**config.mk**
```make
export PLATFORM = sky130hd
export DESIGN_NAME = ps2_cmd_ctrl_flat
export DESIGN_NICKNAME = d
export VERILOG_FILES = /design/src/rtl/ps2_pkg.sv /design/src/rtl/ps2_cmd_ctrl_if.sv /design/src/rtl/ps2_rsp_timer.sv /design/src/rtl/ps2_cmd_ctrl.sv /design/src/flat_wrapper.sv
export SDC_FILE = /design/constraint.sdc
export NUM_CORES = 1
export LEC_CHECK = 0
export ABC_AREA = 1
export BUFFER_PORTS_ARGS = -buffer_cell sky130_fd_sc_hd__buf_2
export CAP_MARGIN = 0
export CELL_PAD_IN_SITES_DETAIL_PLACEMENT = 1
export CELL_PAD_IN_SITES_GLOBAL_PLACEMENT = 1
export CORE_UTILIZATION = 42
export DETAILED_ROUTE_END_ITERATION = 16
export PLACE_DENSITY_LB_ADDON = 0.1
export SKIP_LAST_GASP = 1
export SYNTH_ARGS = -nofsm -noshare
export SYNTH_HDL_FRONTEND = slang
export SYNTH_SLANG_ARGS = --single-unit
```
**constraint.sdc**
```tcl
create_clock -name clk -period 4.26 [get_ports clk]
set_clock_uncertainty 0.05 [all_clocks]
set_input_delay 0.426 -clock clk [delete_from_list [all_inputs] [get_ports clk]]
set_output_delay 0.426 -clock clk [all_outputs]
set_load 0.02 [all_outputs]
```
**src/rtl/ps2_pkg.sv**
```systemverilog
`default_nettype none
// ============================================================================
// Module   : ps2_pkg
// Brief    : Shared states, error codes and PS/2 protocol bytes for ps2_cmd_ctrl.
// Revision : 1.0  initial release
// ============================================================================
package ps2_pkg;

  typedef enum logic [2:0] {
    S_IDLE     = 3'd0,
    S_SEND     = 3'd1,
    S_WAIT_TX  = 3'd2,
    S_WAIT_RSP = 3'd3,
    S_DONE     = 3'd4,
    S_ERR      = 3'd5
`ifdef PS2_CMD_INIT_EN
    ,
    S_INIT     = 3'd6,
    S_INIT_BAT = 3'd7
`endif
  } ps2_state_e;

  typedef enum logic [1:0] {
    ERR_TIMEOUT = 2'd0,
    ERR_RETRY   = 2'd1,
    ERR_KBD     = 2'd2,
    ERR_RSVD    = 2'd3
  } ps2_err_e;

  localparam logic       PH_CMD        = 1'b0;
  localparam logic       PH_ARG        = 1'b1;

  localparam logic [7:0] PS2_ACK       = 8'hFA;
  localparam logic [7:0] PS2_RESEND    = 8'hFE;
  localparam logic [7:0] PS2_ERR       = 8'hFC;
  localparam logic [7:0] PS2_BAT_OK    = 8'hAA;
  localparam logic [7:0] PS2_CMD_RESET = 8'hFF;

endpackage
`default_nettype wire

```
**src/rtl/ps2_cmd_ctrl_if.sv**
```systemverilog
`default_nettype none
// ============================================================================
// Module   : ps2_cmd_ctrl_if
// Brief    : Command, transmit, receive and status signals of ps2_cmd_ctrl.
// Revision : 1.0  initial release
// ============================================================================
interface ps2_cmd_ctrl_if;

  logic       cmd_valid;
  logic       cmd_ready;
  logic [7:0] cmd_byte;
  logic       cmd_has_arg;
  logic [7:0] cmd_arg;
  logic       tx_start;
  logic [7:0] tx_data;
  logic       tx_done;
  logic [7:0] rx_code;
  logic       rx_code_new;
  logic       rx_valid;
  logic [7:0] scan_code;
  logic       scan_new;
  logic       cmd_done;
  logic       cmd_err;
  logic [1:0] err_code;

  modport slave (
    input  cmd_valid, cmd_byte, cmd_has_arg, cmd_arg, tx_done,
           rx_code, rx_code_new, rx_valid,
    output cmd_ready, tx_start, tx_data, scan_code, scan_new,
           cmd_done, cmd_err, err_code
  );

  modport master (
    output cmd_valid, cmd_byte, cmd_has_arg, cmd_arg, tx_done,
           rx_code, rx_code_new, rx_valid,
    input  cmd_ready, tx_start, tx_data, scan_code, scan_new,
           cmd_done, cmd_err, err_code
  );

endinterface
`default_nettype wire

```
**src/rtl/ps2_rsp_timer.sv**
```systemverilog
`default_nettype none
// ============================================================================
// Module   : ps2_rsp_timer
// Brief    : Clearable saturating response timer with an expiry flag.
// Revision : 1.0  initial release
// ============================================================================
module ps2_rsp_timer #(
  parameter int TIMEOUT_CYCLES = 1000000
) (
  input  logic clk,
  input  logic rst,
  input  logic clr_i,
  input  logic en_i,
  output logic expired_o
);

  localparam int            CW    = $clog2(TIMEOUT_CYCLES + 1);
  localparam logic [CW-1:0] LIMIT = CW'(TIMEOUT_CYCLES);

  logic [CW-1:0] cnt_q, cnt_d;

  always_comb begin
    cnt_d = cnt_q;
    if (clr_i) begin
      cnt_d = '0;
    end else if (en_i && (cnt_q != LIMIT)) begin
      cnt_d = cnt_q + CW'(1);
    end
  end

  // Raised on the cycle the count lands on the limit, so the waiting state
  // is occupied for exactly TIMEOUT_CYCLES cycles before it gives up.
  assign expired_o = en_i && !clr_i && (cnt_d == LIMIT);

  always_ff @(posedge clk or negedge rst) begin
    if (!rst) begin
      cnt_q <= '0;
    end else begin
      cnt_q <= cnt_d;
    end
  end

endmodule
`default_nettype wire

```
**src/rtl/ps2_cmd_ctrl.sv**
```systemverilog
`default_nettype none
// ============================================================================
// Module   : ps2_cmd_ctrl
// Brief    : PS/2 host command sequencer with ACK/resend/timeout handling.
//            Define PS2_CMD_INIT_EN to issue a keyboard reset (0xFF) after rst.
// Revision : 1.0  initial release
// ============================================================================
module ps2_cmd_ctrl
  import ps2_pkg::*;
#(
  parameter int TIMEOUT_CYCLES = 1000000,
  parameter int MAX_RETRY      = 3
) (
  input logic           clk,
  input logic           rst,
  ps2_cmd_ctrl_if.slave bus
);

  localparam int            RW        = (MAX_RETRY < 1) ? 1 : $clog2(MAX_RETRY + 1);
  localparam logic [RW-1:0] RETRY_LIM = RW'(MAX_RETRY);

  logic [2:0]    state_q, state_d;
  logic          phase_q, phase_d;
  logic          has_arg_q, has_arg_d;
  logic [7:0]    cmd_q, cmd_d;
  logic [7:0]    arg_q, arg_d;
  logic [RW-1:0] retry_q, retry_d;
  logic [1:0]    err_q, err_d;
  logic [7:0]    scan_code_q, scan_code_d;
  logic          scan_new_q, scan_new_d;
`ifdef PS2_CMD_INIT_EN
  logic          init_q, init_d;
`endif

  logic w_rx_ok, w_is_ack, w_is_resend, w_is_kerr;
  logic w_consume, w_tmr_clr, w_tmr_en, w_tmr_exp;

  assign w_rx_ok     = bus.rx_code_new & bus.rx_valid;
  assign w_is_ack    = w_rx_ok && (bus.rx_code == PS2_ACK);
  assign w_is_resend = w_rx_ok && (bus.rx_code == PS2_RESEND);
  assign w_is_kerr   = w_rx_ok && (bus.rx_code == PS2_ERR);

`ifdef PS2_CMD_INIT_EN
  assign w_tmr_en = (state_q == S_WAIT_RSP) || (state_q == S_INIT_BAT);
`else
  assign w_tmr_en = (state_q == S_WAIT_RSP);
`endif

  ps2_rsp_timer #(
    .TIMEOUT_CYCLES(TIMEOUT_CYCLES)
  ) u_timer (
    .clk      (clk),
    .rst      (rst),
    .clr_i    (w_tmr_clr),
    .en_i     (w_tmr_en),
    .expired_o(w_tmr_exp)
  );

  always_comb begin
    state_d   = state_q;
    phase_d   = phase_q;
    has_arg_d = has_arg_q;
    cmd_d     = cmd_q;
    arg_d     = arg_q;
    retry_d   = retry_q;
    err_d     = err_q;
    w_consume = 1'b0;
    w_tmr_clr = 1'b0;
`ifdef PS2_CMD_INIT_EN
    init_d    = init_q;
`endif
    case (state_q)
      S_IDLE: begin
        if (bus.cmd_valid) begin
          cmd_d     = bus.cmd_byte;
          arg_d     = bus.cmd_arg;
          has_arg_d = bus.cmd_has_arg;
          phase_d   = PH_CMD;
          retry_d   = '0;
          err_d     = ERR_TIMEOUT;
          state_d   = S_SEND;
        end
      end
      S_SEND: state_d = S_WAIT_TX;
      S_WAIT_TX: begin
        if (bus.tx_done) begin
          w_tmr_clr = 1'b1;
          state_d   = S_WAIT_RSP;
        end
      end
      S_WAIT_RSP: begin
        // Responses are checked before expiry so a same-cycle reply wins.
        if (w_is_ack) begin
          w_consume = 1'b1;
          if ((phase_q == PH_CMD) && has_arg_q) begin
            phase_d = PH_ARG;
            retry_d = '0;
            state_d = S_SEND;
          end
`ifdef PS2_CMD_INIT_EN
          else if (init_q) begin
            w_tmr_clr = 1'b1;
            state_d   = S_INIT_BAT;
          end
`endif
          else begin
            state_d = S_DONE;
          end
        end else if (w_is_resend) begin
          w_consume = 1'b1;
          if (retry_q < RETRY_LIM) begin
            retry_d = retry_q + RW'(1);
            state_d = S_SEND;
          end else begin
            err_d   = ERR_RETRY;
            state_d = S_ERR;
          end
        end else if (w_is_kerr) begin
          w_consume = 1'b1;
          err_d     = ERR_KBD;
          state_d   = S_ERR;
        end else if (w_tmr_exp) begin
          err_d   = ERR_TIMEOUT;
          state_d = S_ERR;
        end
      end
      S_DONE, S_ERR: begin
        state_d = S_IDLE;
`ifdef PS2_CMD_INIT_EN
        init_d  = 1'b0;
`endif
      end
`ifdef PS2_CMD_INIT_EN
      S_INIT: begin
        cmd_d     = PS2_CMD_RESET;
        has_arg_d = 1'b0;
        phase_d   = PH_CMD;
        retry_d   = '0;
        err_d     = ERR_TIMEOUT;
        state_d   = S_SEND;
      end
      S_INIT_BAT: begin
        if (w_rx_ok && (bus.rx_code == PS2_BAT_OK)) begin
          w_consume = 1'b1;
          init_d    = 1'b0;
          state_d   = S_IDLE;
        end else if (w_is_kerr) begin
          w_consume = 1'b1;
          err_d     = ERR_KBD;
          state_d   = S_ERR;
        end else if (w_tmr_exp) begin
          err_d   = ERR_TIMEOUT;
          state_d = S_ERR;
        end
      end
`endif
      default: state_d = S_IDLE;
    endcase
  end

  assign scan_new_d  = w_rx_ok && !w_consume;
  assign scan_code_d = scan_new_d ? bus.rx_code : scan_code_q;

  always_ff @(posedge clk or negedge rst) begin
    if (!rst) begin
`ifdef PS2_CMD_INIT_EN
      state_q     <= S_INIT;
      init_q      <= 1'b1;
`else
      state_q     <= S_IDLE;
`endif
      phase_q     <= PH_CMD;
      has_arg_q   <= 1'b0;
      cmd_q       <= 8'h00;
      arg_q       <= 8'h00;
      retry_q     <= '0;
      err_q       <= ERR_TIMEOUT;
      scan_code_q <= 8'h00;
      scan_new_q  <= 1'b0;
    end else begin
      state_q     <= state_d;
`ifdef PS2_CMD_INIT_EN
      init_q      <= init_d;
`endif
      phase_q     <= phase_d;
      has_arg_q   <= has_arg_d;
      cmd_q       <= cmd_d;
      arg_q       <= arg_d;
      retry_q     <= retry_d;
      err_q       <= err_d;
      scan_code_q <= scan_code_d;
      scan_new_q  <= scan_new_d;
    end
  end

  assign bus.cmd_ready = (state_q == S_IDLE);
  assign bus.tx_start  = (state_q == S_SEND);
  assign bus.tx_data   = (phase_q == PH_ARG) ? arg_q : cmd_q;
  assign bus.scan_code = scan_code_q;
  assign bus.scan_new  = scan_new_q;
  assign bus.cmd_done  = (state_q == S_DONE);
  assign bus.cmd_err   = (state_q == S_ERR);
  assign bus.err_code  = err_q;

endmodule
`default_nettype wire

```
**src/flat_wrapper.sv**
```systemverilog
// flat-port wrapper written by rule: the top's interface ports become plain ports
module ps2_cmd_ctrl_flat import ps2_pkg::*;
#(
  parameter int TIMEOUT_CYCLES = 1000000,
  parameter int MAX_RETRY      = 3
)
  (clk, rst, bus_cmd_valid, bus_cmd_byte, bus_cmd_has_arg, bus_cmd_arg, bus_tx_done, bus_rx_code, bus_rx_code_new, bus_rx_valid, bus_cmd_ready, bus_tx_start, bus_tx_data, bus_scan_code, bus_scan_new, bus_cmd_done, bus_cmd_err, bus_err_code);
  ps2_cmd_ctrl_if bus_i ();
  input logic clk;
  input logic rst;
  input wire logic [$bits(bus_i.cmd_valid)-1:0] bus_cmd_valid;
  input wire logic [$bits(bus_i.cmd_byte)-1:0] bus_cmd_byte;
  input wire logic [$bits(bus_i.cmd_has_arg)-1:0] bus_cmd_has_arg;
  input wire logic [$bits(bus_i.cmd_arg)-1:0] bus_cmd_arg;
  input wire logic [$bits(bus_i.tx_done)-1:0] bus_tx_done;
  input wire logic [$bits(bus_i.rx_code)-1:0] bus_rx_code;
  input wire logic [$bits(bus_i.rx_code_new)-1:0] bus_rx_code_new;
  input wire logic [$bits(bus_i.rx_valid)-1:0] bus_rx_valid;
  output wire logic [$bits(bus_i.cmd_ready)-1:0] bus_cmd_ready;
  output wire logic [$bits(bus_i.tx_start)-1:0] bus_tx_start;
  output wire logic [$bits(bus_i.tx_data)-1:0] bus_tx_data;
  output wire logic [$bits(bus_i.scan_code)-1:0] bus_scan_code;
  output wire logic [$bits(bus_i.scan_new)-1:0] bus_scan_new;
  output wire logic [$bits(bus_i.cmd_done)-1:0] bus_cmd_done;
  output wire logic [$bits(bus_i.cmd_err)-1:0] bus_cmd_err;
  output wire logic [$bits(bus_i.err_code)-1:0] bus_err_code;
  assign bus_i.cmd_valid = bus_cmd_valid;
  assign bus_i.cmd_byte = bus_cmd_byte;
  assign bus_i.cmd_has_arg = bus_cmd_has_arg;
  assign bus_i.cmd_arg = bus_cmd_arg;
  assign bus_i.tx_done = bus_tx_done;
  assign bus_i.rx_code = bus_rx_code;
  assign bus_i.rx_code_new = bus_rx_code_new;
  assign bus_i.rx_valid = bus_rx_valid;
  assign bus_cmd_ready = bus_i.cmd_ready;
  assign bus_tx_start = bus_i.tx_start;
  assign bus_tx_data = bus_i.tx_data;
  assign bus_scan_code = bus_i.scan_code;
  assign bus_scan_new = bus_i.scan_new;
  assign bus_cmd_done = bus_i.cmd_done;
  assign bus_cmd_err = bus_i.cmd_err;
  assign bus_err_code = bus_i.err_code;
  ps2_cmd_ctrl #(.TIMEOUT_CYCLES(TIMEOUT_CYCLES), .MAX_RETRY(MAX_RETRY)) u_core (.clk(clk), .rst(rst), .bus(bus_i));
endmodule
```
# == After elaboration in Yosys (flattened, before gate mapping) ==
# Index checks and enable logic that the tools add are counted.
# totals
output_inout_bits,23
word_cells,87
regBits,54
input_bits,31
# classes
muxes,34
addsub,2
n_reduce_logical,17
n_lt_le_gt_ge,1
bitwise,2
eq_ne,21
# op_table
cell,count
$mux W20,2
$eq A8 B8 Y1 const B,3
$mux W3,8
$add A20 B1 Y20 const B,1
$eq A20 B20 Y1 const B,1
$mux W2,10
$ne A20 B20 Y1 const B,1
$pmux W3 S4,1
$reduce_and A5 Y1,2
$mux W1,9
$logic_and A1 B1 Y1,8
$mux W8,1
$pmux W2 S2,2
$eq A3 B2 Y1 const B,2
$eq A3 B3 Y1 const B,2
$ne A2 B2 Y1 const B,3
$ne A3 B1 Y1 const B,2
$ne A3 B3 Y1 const B,2
$ne A5 B1 Y1 const B,1
$ne A2 B1 Y1 const B,2
$ne A4 B1 Y1 const B,1
$reduce_and A4 Y1,1
$eq A3 B1 Y1 const B,1
$logic_not A3 Y1,1
9 further kinds,10

# == Depth between registers and ports, before layout ==
# depth
word_depth,11
mapped_depth,17
mapped_depth_nobuf,17

# == Hierarchy ==
# From an unflattened synthesis, not the netlist that was laid out.
# hier_totals
cells_unflattened,438
area_unflattened_um2,3111.7
# modules_own_cells
mod,area_each_um2,cells_per_inst,n_inst,seq_area_each_um2
ps2_cmd_ctrl,1664.1,224,1,850.8
ps2_rsp_timer,1447.6,214,1,500.5

# == Worst setup path after synthesis ==
# Ideal clock, no wire load.
# synth_timing
path_type,register to register
start,register u_core.state_q[2]
end,register u_core.retry_q[0]
arrival_ns,1.732
path_stages_with_launch,10
setup_ns,0.119
synth_period_minus_slack_ns,1.901
path_buffers,0
path_slack_ns,2.359
t_required_ns,4.091
cell_sequence,dfrtp_1 -> inv_2 -> nand2_1 -> nor2_1 -> inv_1 -> nor2_1 -> nor2_1 -> a21oi_1 -> o21ai_0 -> o21a_1
# synth_between
elab_chain_len,3
elab_cells_between_ends,9
cone_classes,eq/ne: 5; mux: 1; reduce/logical: 3
# synth_rtl
element,line_no,text
from (decl),ps2_cmd_ctrl.sv:22,"logic [2:0] state_q, state_d;"
from (signal assigned),ps2_cmd_ctrl.sv:181,state_q <= state_d;
$logic_not A3 Y1 (*),n/a,
net bus_cmd_ready,flat_wrapper.sv:19,output wire logic [$bits(bus_i.cmd_ready)-1:0] bus_cmd_ready;
$ne A2 B2 Y1 (no line) or $reduce_bool A2 Y1 (tied branches),n/a,
$reduce_and A5 Y1 (no line),n/a,
to (signal assigned),ps2_cmd_ctrl.sv:189,retry_q <= retry_d;
to (decl),ps2_cmd_ctrl.sv:27,"logic [RW-1:0] retry_q, retry_d;"
# The timed path passes the listed nets; every way through them passes the cells marked *.
# A chain may end at the register's enable or synchronous reset.

# == Worst setup path after layout ==
# layout_timing
start,register u_core.state_q[2]
end,register u_core.retry_q[0]
# layout_between
elab_chain_len,3
elab_cells_between_ends,9
cone_classes,eq/ne: 5; mux: 1; reduce/logical: 3
# layout_rtl
element,line_no,text
$eq A3 B2 Y1 or $logic_not A3 Y1 (tied branches),ps2_cmd_ctrl.sv:72,case (state_q)
"$ne A3 B1 Y1 (no line), or another cell as far along",n/a,
$reduce_and A5 Y1 (no line),n/a,
# Parallel ways exist; a longest one is shown, timed or not.

==> flow_summary.ini <==
[sta]
setup-violations-final = 0
rsz_0062_raised_after_global_routing = no
finalHoldWorstSlack_ns = 0.264
timing.final.max_slew_violations = 0
fmax_ghz = 0.403
final_worst_path_period_need_ns = 2.48
post-route-period-util = 0.583
fin_ws_ns = 1.78
setup_total_negative_slack_ns = 0
tightestPinTransition_ns = 0.775
hold_viol = 0
timing.slew.headroom = 0.481

[cts]
post_cts.repair.setup_buffers = 0
clock_latency_ns = 0.30
numClockSinks = 54
cts_tree = built
max-clock-path-buffers = 2
cts.clk_slew.worst_paths_ns = 0.10
number_of_h_tree_branching_levels = 2
cts_inserted_buffers = 5
master_cell_of_the_clock_root_buffer = sky130_fd_sc_hd__clkbuf_8

[routing]
drtAntennaViolNets = 0
vias_per_cell = 4.93
detailedRoute.firstIterationViolations = 57
drc = 0
drt-pass1-iter-count = 4
wl_mm = 7.94
wl_per_cell_um = 13.6
dr_total_vias = 2889

[floorplanning]
start_util = 0.436
floorplan.core_area_um2 = 6830
top_level_ports = 54
floorplan.die.width_um = 86.2
die_area_um2 = 7430
vertical_extent_of_the_die_um = 86.2
floorplan.rows = 30

[critical_path]
worst_r2r_endpoint = u_core.retry_q[0]
r2r.worst_path.cells = 9
rrSetupSlack_ns = 1.78
timing.critical_path.to = u_core.retry_q[0]
timing.critical_path.required_ns = 4.41
critical_path.reg2reg.startpoint = u_core.state_q[2]
worst_setup_path_end_kind = register
crit_fanout = 13
cp-start-kind = register
cp.arrival_ns = 2.64
source_of_the_critical_timing_path = u_core.state_q[2]
setup.worst_path.class = reg -> reg

[run_status]
outcome = complete, no violations

[power_and_ir_drop]
powerDensity_nw_per_um2 = 523
netSwitchingPower_uw = 768
power.share.switching = 0.423
p_int_mw = 1.05
power_mw = 1.82
irDropWorstVdd_mv = 0.321
sequentialPowerShare = 0.413
cellLeakagePower_nw = 1.95
gate_power_share = 0.395
clkPwrFrac = 0.192

[layout]
fillerInstances = 937
finalCoreUtilization = 0.508
drive_above_1_share = 0.155
antenna_cells_inserted = 0
final_common_cell = sky130_fd_sc_hd__nand2_1
mostFrequentLayoutCells = sky130_fd_sc_hd__nand2_1, sky130_fd_sc_hd__inv_1, sky130_fd_sc_hd__dfrtp_1
areaGrowthSynthToFinish_pct = 16.4
finished_layout_cell_area_um2 = 3470
final-seq-area_um2 = 1350
nets = 523
final_cell_count_no_fill = 586
multi_input_area_um2 = 1350

[synthesis]
postSynthAreaPerCell_um2 = 6.88
ys_ff_latch = 54
syn_inst = 433
synth_compound_area_frac = 0.0496
cell_variety_after_synth = 26
synth_mux_area_frac = 0
syn_nets = 467
simple_gate_area_share_of_the_yosys_netlist = 0.389
yosysSeqAreaShare = 0.454
synthesis.area_um2 = 2980
synthXorXnorAreaFrac = 0
yosysWarnings = 0
synthesized_area_fraction_occupied_by_adder_cells = 0.0126
dominant_combinational_cell_family_by_area_after_synthesis = simple AND/OR/NAND/NOR gates

[global_route]
grt_pass1_wl_mm = 13.8
grt_antenna_before_repair = 0
grt_pass1_vias = 3051
grt.overflow.total = 0
largest_net_degree_at_the_start_of_global_routing = 46
track_usage = 0.234

[placement]
dp_hpwl_mm = 6.10
dpl_cell_area_um2 = 3350
weighted_congestion_at_the_end_of_routability_driven_global_placement = 0.852
placedCellCount = 577
detailedPlace.worstSlack_ns = 1.81
portBuffers = 53

[hold_path]
min-delay-start = bus_cmd_arg[1]
hp-class = in -> reg

[flow_run]
drv.max_cap_violation_count = 0
[repair_timing]
item	in CTS	in global routing
gates resized for setup	0	0
hold buffers	1	0
hold endpoints to repair	9	0
setup endpoints to repair	0	0
[worst max-delay path, cell delays in order (launching register included)]
cell	delay (ns)
sky130_fd_sc_hd__dfrtp_1	0.45
sky130_fd_sc_hd__inv_2	0.13
sky130_fd_sc_hd__nand2_1	0.12
sky130_fd_sc_hd__nor2_1	0.17
sky130_fd_sc_hd__inv_1	0.08
sky130_fd_sc_hd__nor2_1	0.59
sky130_fd_sc_hd__nor2_1	0.19
sky130_fd_sc_hd__a21oi_1	0.32
sky130_fd_sc_hd__o21ai_0	0.15
sky130_fd_sc_hd__o21a_1	0.12
[worst min path at each step]
| stage | depth (start not counted) | slack [ns] | endpoint |
|---|---|---|---|
| 6_report | 3 | 0.26 | u_core.arg_q[1] |
| 5_1_grt | 3 | 0.27 | u_core.arg_q[1] |
| 4_1_cts | 3 | 0.25 | u_core.arg_q[1] |
| 3_5_place_dp | 1 | 0.26 | u_core.u_timer.cnt_q[3] |
| 3_3_place_gp | 1 | 0.25 | u_core.u_timer.cnt_q[3] |
| 2_1_floorplan | 0 | 0.08 | u_core.arg_q[0] |
[cell type report]
type / instances / share of cell area
Clock inverter: 2 / 0.0108
Inverter: 67 / 0.0725
Sequential cell: 54 / 0.390
Multi-Input combinational cell: 305 / 0.388
Clock buffer: 6 / 0.0209
Tap cell: 96 / 0.0346
Timing Repair Buffer: 56 / 0.0837
[power groups by stage]
stage / Clock [mW] / Combinational, mW / Sequential (mW)
after detailed placement: 0 / 0.722 / 0.759
after floorplan: 0 / 0.508 / 0.733
after CTS: 0.361 / 0.729 / 0.751
after global placement: 0 / 0.689 / 0.751
final: 0.348 / 0.717 / 0.750
after global routing: 0.382 / 0.812 / 0.765
[sequential cells by signal, summed over array words and instances (netlist names)]
name	count
u_core.bus.scan_code	8
u_core.has_arg_q	1
u_core.u_timer.cnt_q	20
u_core.bus.scan_new	1
u_core.cmd_q	8
u_core.state_q	3
u_core.phase_q	1
u_core.retry_q	2
u_core.bus.err_code	2
u_core.arg_q	8
[cell usage after synthesis]
| library cell | n | area share |
|---|---|---|
| sky130_fd_sc_hd__o21bai_1 | 1 | 0.0025 |
| sky130_fd_sc_hd__o21ai_0 | 16 | 0.027 |
| sky130_fd_sc_hd__nor4_1 | 1 | 0.0021 |
| sky130_fd_sc_hd__nor2_4 | 2 | 0.0076 |
| sky130_fd_sc_hd__nor2_2 | 4 | 0.0084 |
| sky130_fd_sc_hd__buf_2 | 1 | 0.0017 |
| sky130_fd_sc_hd__dfrtp_1 | 54 | 0.45 |
| sky130_fd_sc_hd__nand3b_1 | 2 | 0.0050 |
| sky130_fd_sc_hd__nand3_2 | 1 | 0.0034 |
| sky130_fd_sc_hd__nor2_1 | 47 | 0.059 |
| sky130_fd_sc_hd__inv_2 | 1 | 0.0013 |
| sky130_fd_sc_hd__or2_2 | 4 | 0.0084 |
| sky130_fd_sc_hd__buf_4 | 1 | 0.0025 |
| sky130_fd_sc_hd__o21ai_1 | 2 | 0.0034 |
| sky130_fd_sc_hd__nor3_1 | 2 | 0.0034 |
| sky130_fd_sc_hd__clkinv_1 | 1 | 0.0013 |
| sky130_fd_sc_hd__nand2_1 | 160 | 0.20 |
| sky130_fd_sc_hd__inv_1 | 65 | 0.082 |
| sky130_fd_sc_hd__nand3_1 | 40 | 0.067 |
| sky130_fd_sc_hd__a21oi_1 | 7 | 0.012 |
| sky130_fd_sc_hd__o211ai_1 | 1 | 0.0025 |
| sky130_fd_sc_hd__nand4_1 | 9 | 0.019 |
| sky130_fd_sc_hd__ha_1 | 3 | 0.013 |
| sky130_fd_sc_hd__nand2_2 | 2 | 0.0042 |
| sky130_fd_sc_hd__o21a_1 | 1 | 0.0025 |
| sky130_fd_sc_hd__clkbuf_1 | 5 | 0.0063 |
[layer usage]
| metal | track usage | vias up | routed length, um |
|---|---|---|---|
| met5 | 0 | - | 0 |
| met4 | 0.0545 | 0 | 123 |
| met3 | 0.0352 | 14 | 189 |
| met2 | 0.442 | 44 | 4170 |
| met1 | 0.277 | 1390 | 3460 |
| li1 | - | 1441 | - |
[cell families (layout without fill, tap and decap cells)]
family | after synthesis | after routing
buffers and inverters | 74 | 131
adder cells (fa/ha/maj) | 3 | 3
AO/OA/AOI/OAI | 28 | 28
AND/OR/NAND/NOR | 274 | 274
flip-flops | 54 | 54
Power figures use the tool's default switching activity.
